[src/rtl/calc_display_ctrl_pkg.sv]
// Shared types and constants for the calculator display controller.
package calc_display_ctrl_pkg;

  // Width of one BCD digit, number of digits and the binary magnitude width.
  localparam int BCD_W      = 4;
  localparam int BCD_DIGITS = 3;
  localparam int BCD_TOT    = BCD_W * BCD_DIGITS;
  localparam int MAG_W      = 9;

  // Display codes beyond the decimal digits 0..9.
  localparam logic [3:0] DIG_MINUS = 4'd10;
  localparam logic [3:0] DIG_BLANK = 4'd11;

  typedef enum logic [1:0] {
    IDLE = 2'd0,
    CALC = 2'd1,
    CONV = 2'd2
  } state_t;

  // Double-dabble correction: every BCD nibble of 5 or more gets +3 so the
  // following left shift carries correctly into the next decimal place.
  function automatic logic [BCD_TOT-1:0] bcd_adjust(input logic [BCD_TOT-1:0] v);
    logic [BCD_TOT-1:0] r;
    r = v;
    for (int i = 0; i < BCD_DIGITS; i++) begin
      if (r[i*BCD_W +: BCD_W] >= 4'd5)
        r[i*BCD_W +: BCD_W] = r[i*BCD_W +: BCD_W] + 4'd3;
    end
    return r;
  endfunction

endpackage

[src/rtl/calc_display_ctrl_if.sv]
// Operand/handshake and display bus of the calculator display controller.
interface calc_display_ctrl_if;
  logic       start;
  logic [7:0] A;
  logic [7:0] B;
  logic       sel;
  logic       busy;
  logic       done;
  logic [3:0] digit;
  logic [3:0] an;

  // The requester drives operands and start; the controller drives the rest.
  modport master (output start, A, B, sel, input busy, done, digit, an);
  modport slave  (input start, A, B, sel, output busy, done, digit, an);
endinterface

[src/rtl/calc_display_ctrl_disp_scan.sv]
// Multiplexed display scanner: prescaler, 2-bit scan index and anode decode.
// Index 0/1/2/3 selects units/tens/hundreds/sign; anodes are active-low.
module disp_scan #(
  parameter int CLK_DIV = 50000
) (
  input  logic       clk,
  input  logic       rst,
  input  logic [3:0] units,
  input  logic [3:0] tens,
  input  logic [3:0] hund,
  input  logic [3:0] sign,
  output logic [3:0] digit,
  output logic [3:0] an
);

  localparam int CNT_W = (CLK_DIV > 1) ? $clog2(CLK_DIV) : 1;

  logic [CNT_W-1:0] cnt;
  logic [1:0]       idx;
  logic [1:0]       idx_next;
  logic             wrap;
  logic [3:0]       digit_next;
  logic [3:0]       an_next;

  assign wrap     = (cnt == CNT_W'(CLK_DIV - 1));
  assign idx_next = wrap ? idx + 2'd1 : idx;

  // Select the code and anode for the position that will be active next cycle.
  always_comb begin
    // NOTE: every output of a combinational block gets a default first so no
    // path leaves it unassigned, which would otherwise infer a latch.
    digit_next = units;
    an_next    = 4'b1111 ^ (4'b0001 << idx_next);
    case (idx_next)
      2'd0:    digit_next = units;
      2'd1:    digit_next = tens;
      2'd2:    digit_next = hund;
      default: digit_next = sign;
    endcase
  end

  // Prescaler, scan index and the registered digit/anode pair.
  always_ff @(posedge clk) begin
    if (rst) begin
      cnt   <= '0;
      idx   <= 2'd0;
      digit <= 4'd0;
      an    <= 4'b1110;
    end else begin
      // NOTE: clocked state uses non-blocking assignments so every register
      // samples the pre-edge values, independent of statement order.
      cnt   <= wrap ? '0 : cnt + CNT_W'(1);
      idx   <= idx_next;
      digit <= digit_next;
      an    <= an_next;
    end
  end

endmodule

[src/rtl/calc_display_ctrl.sv]
// Calculator display controller: captures two 8-bit operands, adds or
// subtracts them, converts the magnitude to BCD with a sequential
// shift-add-3 and shows sign/hundreds/tens/units on a scanned display.
module calc_display_ctrl
  import calc_display_ctrl_pkg::*;
#(
  parameter int CLK_DIV = 50000
) (
  input  logic               clk,
  input  logic               rst,
  calc_display_ctrl_if.slave bus
);

  localparam logic [3:0] LAST_BIT = 4'(MAG_W - 1);

  state_t             state;
  state_t             state_next;

  logic [7:0]         a_q;
  logic [7:0]         b_q;
  logic               sel_q;
  logic               sign_q;
  logic [MAG_W-1:0]   bin_q;
  logic [BCD_TOT-1:0] bcd_q;
  logic [3:0]         bit_cnt;
  logic               done_q;

  logic [MAG_W-1:0]   mag_calc;
  logic               sign_calc;
  logic [BCD_TOT-1:0] bcd_adj;
  logic [BCD_TOT-1:0] bcd_step;
  logic [3:0]         step_h;
  logic [3:0]         step_t;
  logic [3:0]         step_u;
  logic               last_step;

  logic [3:0]         disp_units;
  logic [3:0]         disp_tens;
  logic [3:0]         disp_hund;
  logic [3:0]         disp_sign;

  // Signed result as sign + magnitude; subtraction always yields |A-B|.
  always_comb begin
    mag_calc  = {1'b0, a_q} + {1'b0, b_q};
    sign_calc = 1'b0;
    if (sel_q) begin
      if (a_q >= b_q) begin
        mag_calc = {1'b0, a_q - b_q};
      end else begin
        mag_calc  = {1'b0, b_q - a_q};
        sign_calc = 1'b1;
      end
    end
  end

  // One double-dabble step: correct the nibbles, then shift in the next bit.
  assign bcd_adj   = bcd_adjust(bcd_q);
  assign bcd_step  = (bcd_adj << 1) | BCD_TOT'(bin_q[MAG_W-1]);
  assign step_h    = bcd_step[2*BCD_W +: BCD_W];
  assign step_t    = bcd_step[BCD_W +: BCD_W];
  assign step_u    = bcd_step[0 +: BCD_W];
  assign last_step = (state == CONV) && (bit_cnt == LAST_BIT);

  // FSM state register.
  always_ff @(posedge clk) begin
    if (rst) state <= IDLE;
    else     state <= state_next;
  end

  // FSM next-state and busy.
  always_comb begin
    state_next = state;
    bus.busy   = (state != IDLE);
    case (state)
      IDLE:    if (bus.start) state_next = CALC;
      CALC:    state_next = CONV;
      CONV:    if (bit_cnt == LAST_BIT) state_next = IDLE;
      default: state_next = IDLE;
    endcase
  end

  // Operand capture, conversion datapath and display registers.
  always_ff @(posedge clk) begin
    if (rst) begin
      a_q        <= '0;
      b_q        <= '0;
      sel_q      <= 1'b0;
      sign_q     <= 1'b0;
      bin_q      <= '0;
      bcd_q      <= '0;
      bit_cnt    <= '0;
      done_q     <= 1'b0;
      disp_units <= 4'd0;
      disp_tens  <= DIG_BLANK;
      disp_hund  <= DIG_BLANK;
      disp_sign  <= DIG_BLANK;
    end else begin
      done_q <= 1'b0;
      case (state)
        IDLE: begin
          if (bus.start) begin
            a_q   <= bus.A;
            b_q   <= bus.B;
            sel_q <= bus.sel;
          end
        end
        CALC: begin
          bin_q   <= mag_calc;
          sign_q  <= sign_calc;
          bcd_q   <= '0;
          bit_cnt <= '0;
        end
        CONV: begin
          bcd_q   <= bcd_step;
          bin_q   <= bin_q << 1;
          bit_cnt <= bit_cnt + 4'd1;
          // The final step lands straight in the display so all four
          // positions change on the same edge as done rises.
          if (last_step) begin
            done_q     <= 1'b1;
            disp_units <= step_u;
            disp_tens  <= (step_h == 4'd0 && step_t == 4'd0) ? DIG_BLANK : step_t;
            disp_hund  <= (step_h == 4'd0) ? DIG_BLANK : step_h;
            disp_sign  <= (sign_q && bcd_step != '0) ? DIG_MINUS : DIG_BLANK;
          end
        end
        default: ;
      endcase
    end
  end

  assign bus.done = done_q;

  disp_scan #(.CLK_DIV(CLK_DIV)) u_disp_scan (
    .clk   (clk),
    .rst   (rst),
    .units (disp_units),
    .tens  (disp_tens),
    .hund  (disp_hund),
    .sign  (disp_sign),
    .digit (bus.digit),
    .an    (bus.an)
  );

endmodule

[src/flat_wrapper.sv]
// flat-port wrapper written by rule: the top's interface ports become plain ports
module calc_display_ctrl_flat import calc_display_ctrl_pkg::*;
#(
  parameter int CLK_DIV = 50000
)
  (clk, rst, bus_start, bus_A, bus_B, bus_sel, bus_busy, bus_done, bus_digit, bus_an);
  calc_display_ctrl_if bus_i ();
  input  logic clk;
  input  logic rst;
  input wire logic [$bits(bus_i.start)-1:0] bus_start;
  input wire logic [$bits(bus_i.A)-1:0] bus_A;
  input wire logic [$bits(bus_i.B)-1:0] bus_B;
  input wire logic [$bits(bus_i.sel)-1:0] bus_sel;
  output wire logic [$bits(bus_i.busy)-1:0] bus_busy;
  output wire logic [$bits(bus_i.done)-1:0] bus_done;
  output wire logic [$bits(bus_i.digit)-1:0] bus_digit;
  output wire logic [$bits(bus_i.an)-1:0] bus_an;
  assign bus_i.start = bus_start;
  assign bus_i.A = bus_A;
  assign bus_i.B = bus_B;
  assign bus_i.sel = bus_sel;
  assign bus_busy = bus_i.busy;
  assign bus_done = bus_i.done;
  assign bus_digit = bus_i.digit;
  assign bus_an = bus_i.an;
  calc_display_ctrl #(.CLK_DIV(CLK_DIV)) u_core (.clk(clk), .rst(rst), .bus(bus_i));
endmodule
[config.mk]
export PLATFORM = sky130hd
export DESIGN_NAME = calc_display_ctrl_flat
export DESIGN_NICKNAME = d
export VERILOG_FILES = /design/src/rtl/calc_display_ctrl_pkg.sv /design/src/rtl/calc_display_ctrl_if.sv /design/src/rtl/calc_display_ctrl_disp_scan.sv /design/src/rtl/calc_display_ctrl.sv /design/src/flat_wrapper.sv
export SDC_FILE = /design/constraint.sdc
export NUM_CORES = 1
export LEC_CHECK = 0
export BUFFER_PORTS_ARGS = -buffer_cell sky130_fd_sc_hd__buf_4
export CORE_ASPECT_RATIO = 0.9
export CORE_MARGIN = 2
export CORE_UTILIZATION = 61
export DETAILED_ROUTE_END_ITERATION = 12
export GPL_TIMING_DRIVEN = 0
export PLACE_DENSITY = 0.8
export SYNTH_ARGS = -nofsm -noshare
export SYNTH_HDL_FRONTEND = slang
export SYNTH_SLANG_ARGS = --single-unit
[constraint.sdc]
create_clock -name clk -period 3.3 [get_ports clk]
set_input_delay 0.165 -clock clk [delete_from_list [all_inputs] [get_ports clk]]
set_output_delay 0.165 -clock clk [all_outputs]
set_load 0.1 [all_outputs]
==> impl_metrics.prom <==
# TYPE chip_impl_metric gauge
chip_impl_metric{name="cellLeakagePower",unit="nW"} 2.04
chip_impl_info{name="path_class",value="flop to flop"} 1
chip_impl_metric{name="seqPwrFrac",unit="%"} 41.3
chip_impl_metric{name="power_switching_share",unit="%"} 36.0
chip_impl_metric{name="drt_pass1_iterations",unit=""} 5
chip_impl_metric{name="finalNonFillerCells",unit=""} 708
chip_impl_metric{name="clock-sinks",unit=""} 85
chip_impl_metric{name="total_nets_final",unit=""} 667
chip_impl_info{name="dominantRegCellSynth",value="sky130_fd_sc_hd__dfxtp_1"} 1
chip_impl_info{name="clk_root_buffer_cell",value="sky130_fd_sc_hd__clkbuf_8"} 1
chip_impl_info{name="tritoncts",value="yes"} 1
chip_impl_metric{name="worst-slew-pin-transition",unit="ns"} 0.615
chip_impl_metric{name="synth_area",unit="mm²"} 0.00461
chip_impl_metric{name="final.setup_skew",unit="ns"} 0.0184
chip_impl_metric{name="clk-insertion-delay-late",unit="ns"} 0.38
chip_impl_metric{name="die_width",unit="µm"} 95.6
chip_impl_info{name="path_cells",value="inv_1 -> ha_1 -> fa_1 -> nand3b_1 -> a311oi_1 -> a311oi_2 -> buf_6 -> mux2i_1 -> a21oi_1 -> mux2i_1 -> a311oi_2"} 1
chip_impl_metric{name="ioPinCount",unit=""} 30
chip_impl_metric{name="cp_max_fo",unit=""} 10
chip_impl_metric{name="critical_path.max_stage_delay",unit="ns"} 0.44
chip_impl_metric{name="maximum_number_of_pins_on_one_net_before_global_route_repair",unit=""} 18
chip_impl_metric{name="setup_violations",unit=""} 0
chip_impl_info{name="critPathLaunchType",value="flop"} 1
chip_impl_metric{name="viasPerCell",unit=""} 5.73
chip_impl_metric{name="final.period_utilization",unit="%"} 81.6
chip_impl_metric{name="netlist_instances",unit=""} 567
chip_impl_metric{name="syn_area_per_cell",unit="µm²"} 8.13
chip_impl_metric{name="syn-num-nets",unit=""} 627
chip_impl_metric{name="n_fill_cell",unit=""} 613
chip_impl_metric{name="internal_power_component",unit="mW"} 1.76
chip_impl_metric{name="cp.arrival",unit="ns"} 2.93
chip_impl_info{name="hp-class",value="input port to flop"} 1
chip_impl_metric{name="grt_pass1_vias",unit=""} 3854
chip_impl_metric{name="fmaxAchievable",unit="MHz"} 371
chip_impl_metric{name="netlist.area_leader.share",unit="%"} 36.9
chip_impl_metric{name="vias",unit=""} 4060
chip_impl_metric{name="hold_viol",unit=""} 0
chip_impl_metric{name="synth-edff-count",unit=""} 0
chip_impl_metric{name="groute.layer.met1.usage",unit="%"} 32.3
chip_impl_metric{name="dp_hpwl",unit="µm"} 7880
chip_impl_metric{name="antenna_found_initial",unit=""} 0
chip_impl_info{name="outcome",value="complete, no violations"} 1
chip_impl_metric{name="groute.layer.met3.usage",unit="%"} 7.04
chip_impl_metric{name="dr.first_iter.drc_count",unit=""} 171
chip_impl_metric{name="routabilityCongestion",unit=""} 0.901
chip_impl_metric{name="drcViolationCount",unit=""} 0
chip_impl_metric{name="data_required_time_at_the_worst_endpoint",unit="ns"} 3.54
chip_impl_metric{name="areaGrowthSynthToFinish",unit="%"} 12.0
chip_impl_metric{name="power_per_cell_area",unit="mW/mm²"} 533
chip_impl_metric{name="initial_utilization",unit="%"} 62.0
chip_impl_metric{name="regToRegSetupSlack",unit="ns"} 0.61
chip_impl_metric{name="htree_num_levels",unit=""} 3
chip_impl_metric{name="core_area",unit="mm²"} 0.00743
chip_impl_metric{name="gates_resized_cts_repair",unit=""} 0
chip_impl_metric{name="io_buffer_count",unit=""} 29
chip_impl_metric{name="use_met2",unit="%"} 46.2
chip_impl_metric{name="fin_crit",unit="ns"} 2.69
chip_impl_metric{name="tns",unit="ns"} 0
chip_impl_info{name="cell_with_the_largest_stage_delay_on_the_worst_path",value="sky130_fd_sc_hd__fa_1"} 1
chip_impl_metric{name="final_antenna_net_count",unit=""} 0
chip_impl_metric{name="share_of_layout_cells_above_drive_strength_1",unit="%"} 10.8
chip_impl_info{name="grt.busiest_layer",value="met2"} 1
chip_impl_metric{name="cts.repair_timing.setup_buffer_count",unit=""} 0
chip_impl_metric{name="clockBufferDepth",unit=""} 2
chip_impl_metric{name="total_gr_overflow",unit=""} 0
chip_impl_metric{name="multi_input_comb_area",unit="mm²"} 0.00263
chip_impl_info{name="ys_top_cells_by_area",value="sky130_fd_sc_hd__dfxtp_1 37%, sky130_fd_sc_hd__ha_1 10%, sky130_fd_sc_hd__a21oi_1 5.9%, sky130_fd_sc_hd__nand2_1 5.9%, sky130_fd_sc_hd__nor2_1 5.6%"} 1
chip_impl_metric{name="grt_first_pass_wirelength",unit="µm"} 17400
chip_impl_metric{name="cts.hold.buffers_added",unit=""} 0
chip_impl_metric{name="layout.area.seq",unit="mm²"} 0.00170
chip_impl_metric{name="cts_made_buffers",unit=""} 9
chip_impl_metric{name="dieHeight",unit="µm"} 86.5
chip_impl_metric{name="route.final.wire_length",unit="µm"} 10500
chip_impl_metric{name="relSlewSlack",unit="%"} 57.9
chip_impl_metric{name="synth_unique_cells",unit=""} 59
chip_impl_metric{name="ys_ff_latch",unit=""} 85
chip_impl_metric{name="grt_util_all_layers",unit="%"} 27.1
chip_impl_info{name="synth_top_cell_by_area",value="sky130_fd_sc_hd__dfxtp_1"} 1
chip_impl_metric{name="timing_max_transition_violations_final",unit=""} 0
chip_impl_metric{name="rows",unit=""} 30
chip_impl_metric{name="cts.reportedPaths.clkPinSlew",unit="ns"} 0.10
chip_impl_metric{name="combinationalPowerShare",unit="%"} 29.7
chip_impl_metric{name="ys_seq_area_share",unit="%"} 36.9
chip_impl_metric{name="design.die.area",unit="mm²"} 0.00827
chip_impl_metric{name="asyncSetResetFlopFracSynth",unit="%"} 0
chip_impl_metric{name="num_antenna_cells",unit=""} 0
chip_impl_metric{name="yosysWarningCount",unit=""} 0
chip_impl_metric{name="power.switching",unit="mW"} 0.990
chip_impl_info{name="worst_setup_path_end_kind",value="flop"} 1
chip_impl_metric{name="worst_ir_drop_vdd",unit="V"} 0.000399
chip_impl_metric{name="fin_hold_ws",unit="ns"} 0.0241
chip_impl_metric{name="wire_per_inst",unit="µm"} 14.8
chip_impl_metric{name="placed_cells",unit=""} 692
chip_impl_info{name="grt_setup_unrepaired",value="false"} 1
chip_impl_metric{name="max-cap-violations",unit=""} 0
chip_impl_metric{name="power.share.clock",unit="%"} 29.1
## final timing paths
kind              cells after the start                                to                             start
hold reg to reg                       2  u_core.disp_tens[2]$_SDFFE_PP0P_  u_core.disp_tens[2]$_SDFFE_PP0P_
hold / removal                        3        u_core.a_q[0]$_SDFFE_PP0P_                          bus_A[0]
setup reg to reg                     11      u_core.bin_q[2]$_SDFFE_PP0P_        u_core.a_q[0]$_SDFFE_PP0P_
setup / recovery                     11      u_core.bin_q[2]$_SDFFE_PP0P_        u_core.a_q[0]$_SDFFE_PP0P_
## routing by layer
metal	part of all wire, %	up-vias
li1	-	2015
met1	44	1912
met2	49	111
met3	4.8	22
met4	2.3	0
met5	0	-
## state kept, by name, summed over array words and instances, names as in the netlist
signal	cells
u_core.bin_q	9
u_core.bit_cnt	4
u_core.u_disp_scan.cnt	16
u_core.sel_q	1
u_core.b_q	8
u_core.state	2
u_core.u_disp_scan.an	4
u_core.bcd_q	12
u_core.disp_hund	4
u_core.u_disp_scan.digit	4
u_core.disp_tens	4
u_core.u_disp_scan.idx	2
u_core.a_q	8
u_core.disp_sign	1
u_core.bus.done	1
u_core.sign_q	1
u_core.disp_units	4
## power groups by stage
stage | combinational, mW | clock (mW) | sequential [mW]
after floorplan | 0.614 | 0 | 1.15
after global placement | 0.784 | 0 | 1.15
after detailed placement | 0.801 | 0 | 1.16
after CTS | 0.808 | 0.809 | 1.13
after global routing | 0.900 | 0.849 | 1.14
final | 0.816 | 0.799 | 1.14
## cells in the mapped netlist, types with 2 or more instances
cell / instances
sky130_fd_sc_hd__nand2_1: 72
sky130_fd_sc_hd__a21oi_1: 54
sky130_fd_sc_hd__buf_2: 3
sky130_fd_sc_hd__and2_1: 3
sky130_fd_sc_hd__o21ai_0: 18
sky130_fd_sc_hd__clkbuf_1: 20
sky130_fd_sc_hd__o22ai_1: 6
sky130_fd_sc_hd__xor2_1: 12
sky130_fd_sc_hd__or3_1: 4
sky130_fd_sc_hd__xnor2_1: 12
sky130_fd_sc_hd__buf_1: 3
sky130_fd_sc_hd__mux2i_1: 11
sky130_fd_sc_hd__fa_1: 3
sky130_fd_sc_hd__nand3_1: 16
sky130_fd_sc_hd__mux2_2: 3
sky130_fd_sc_hd__nor2_1: 69
sky130_fd_sc_hd__a311oi_2: 2
sky130_fd_sc_hd__a22oi_1: 9
sky130_fd_sc_hd__nor3_1: 11
sky130_fd_sc_hd__inv_1: 39
sky130_fd_sc_hd__nor4_1: 2
sky130_fd_sc_hd__and3_1: 7
sky130_fd_sc_hd__dfxtp_1: 85
sky130_fd_sc_hd__o221ai_1: 2
sky130_fd_sc_hd__nand2b_1: 4
sky130_fd_sc_hd__nor2b_1: 3
sky130_fd_sc_hd__a21o_1: 2
sky130_fd_sc_hd__nand4_1: 5
sky130_fd_sc_hd__o21bai_1: 5
sky130_fd_sc_hd__ha_1: 37
sky130_fd_sc_hd__a211oi_1: 5
sky130_fd_sc_hd__buf_6: 2
sky130_fd_sc_hd__o311ai_0: 2
sky130_fd_sc_hd__a31oi_1: 5
sky130_fd_sc_hd__nand3b_1: 2
sky130_fd_sc_hd__nand4b_1: 2
sky130_fd_sc_hd__nor3b_1: 3
sky130_fd_sc_hd__a21o_2: 3
## cell families after synthesis
family | synth area share, %
and+or+nand+nor | 20.2
AOI/OAI and AO/OA | 17.8
DFF | 36.9
buffers and inverters | 6.11
adders and majority gates | 11.3
xor gates and xnor gates | 4.56
muxes | 3.12
## cell usage in the layout (no fill, tap or decap), types with 4 or more instances in the layout
| cell | instances |
|---|---|
| sky130_fd_sc_hd__or3_1 | 4 |
| sky130_fd_sc_hd__a21oi_1 | 54 |
| sky130_fd_sc_hd__xor2_1 | 12 |
| sky130_fd_sc_hd__ha_1 | 37 |
| sky130_fd_sc_hd__a31oi_1 | 5 |
| sky130_fd_sc_hd__inv_1 | 39 |
| sky130_fd_sc_hd__buf_4 | 30 |
| sky130_fd_sc_hd__o21bai_1 | 5 |
| sky130_fd_sc_hd__nand2_1 | 72 |
| sky130_fd_sc_hd__and3_1 | 7 |
| sky130_fd_sc_hd__nand3_1 | 16 |
| sky130_fd_sc_hd__o21ai_0 | 18 |
| sky130_fd_sc_hd__mux2i_1 | 11 |
| sky130_fd_sc_hd__clkbuf_1 | 20 |
| sky130_fd_sc_hd__nor2_1 | 69 |
| sky130_fd_sc_hd__nand4_1 | 5 |
| sky130_fd_sc_hd__a211oi_1 | 5 |
| sky130_fd_sc_hd__nand2b_1 | 4 |
| sky130_fd_sc_hd__dfxtp_1 | 85 |
| sky130_fd_sc_hd__nor3_1 | 11 |
| sky130_fd_sc_hd__clkbuf_8 | 9 |
| sky130_fd_sc_hd__xnor2_1 | 12 |
| sky130_fd_sc_hd__a22oi_1 | 9 |
| sky130_fd_sc_hd__o22ai_1 | 6 |
## layout make-up
cell class / count / area share [%]
multi-input combinational: 413 / 50.9
buffer: 29 / 2.54
sequential: 85 / 33.0
tap: 96 / 2.33
clock buffer: 9 / 2.40
clock inverter: 7 / 1.79
timing repair buffer: 29 / 4.22
inverter: 40 / 2.91
## worst max-delay path: cells and delay by family, from the launching register on
family	cells	cell delay, ns
DFF	1	0.39
and+or+nand+nor	1	0.20
AOI/OAI and AO/OA	4	0.71
buffers and inverters	2	0.24
adders and majority gates	2	0.66
muxes	2	0.35
## per-stage QoR
step	total power, mW	worst slack, ns	cell area (µm²)	utilization (%)
6_report	2.75	0.608	5160	69.5
5_1_grt	2.89	0.380	5160	69.5
4_1_cts	2.75	0.598	5160	69.5
3_5_place_dp	1.96	0.638	4950	66.6
3_3_place_gp	1.94	0.639	4950	66.6
2_1_floorplan	1.76	0.873	4610	-
(Power assumes the default switching activity.)
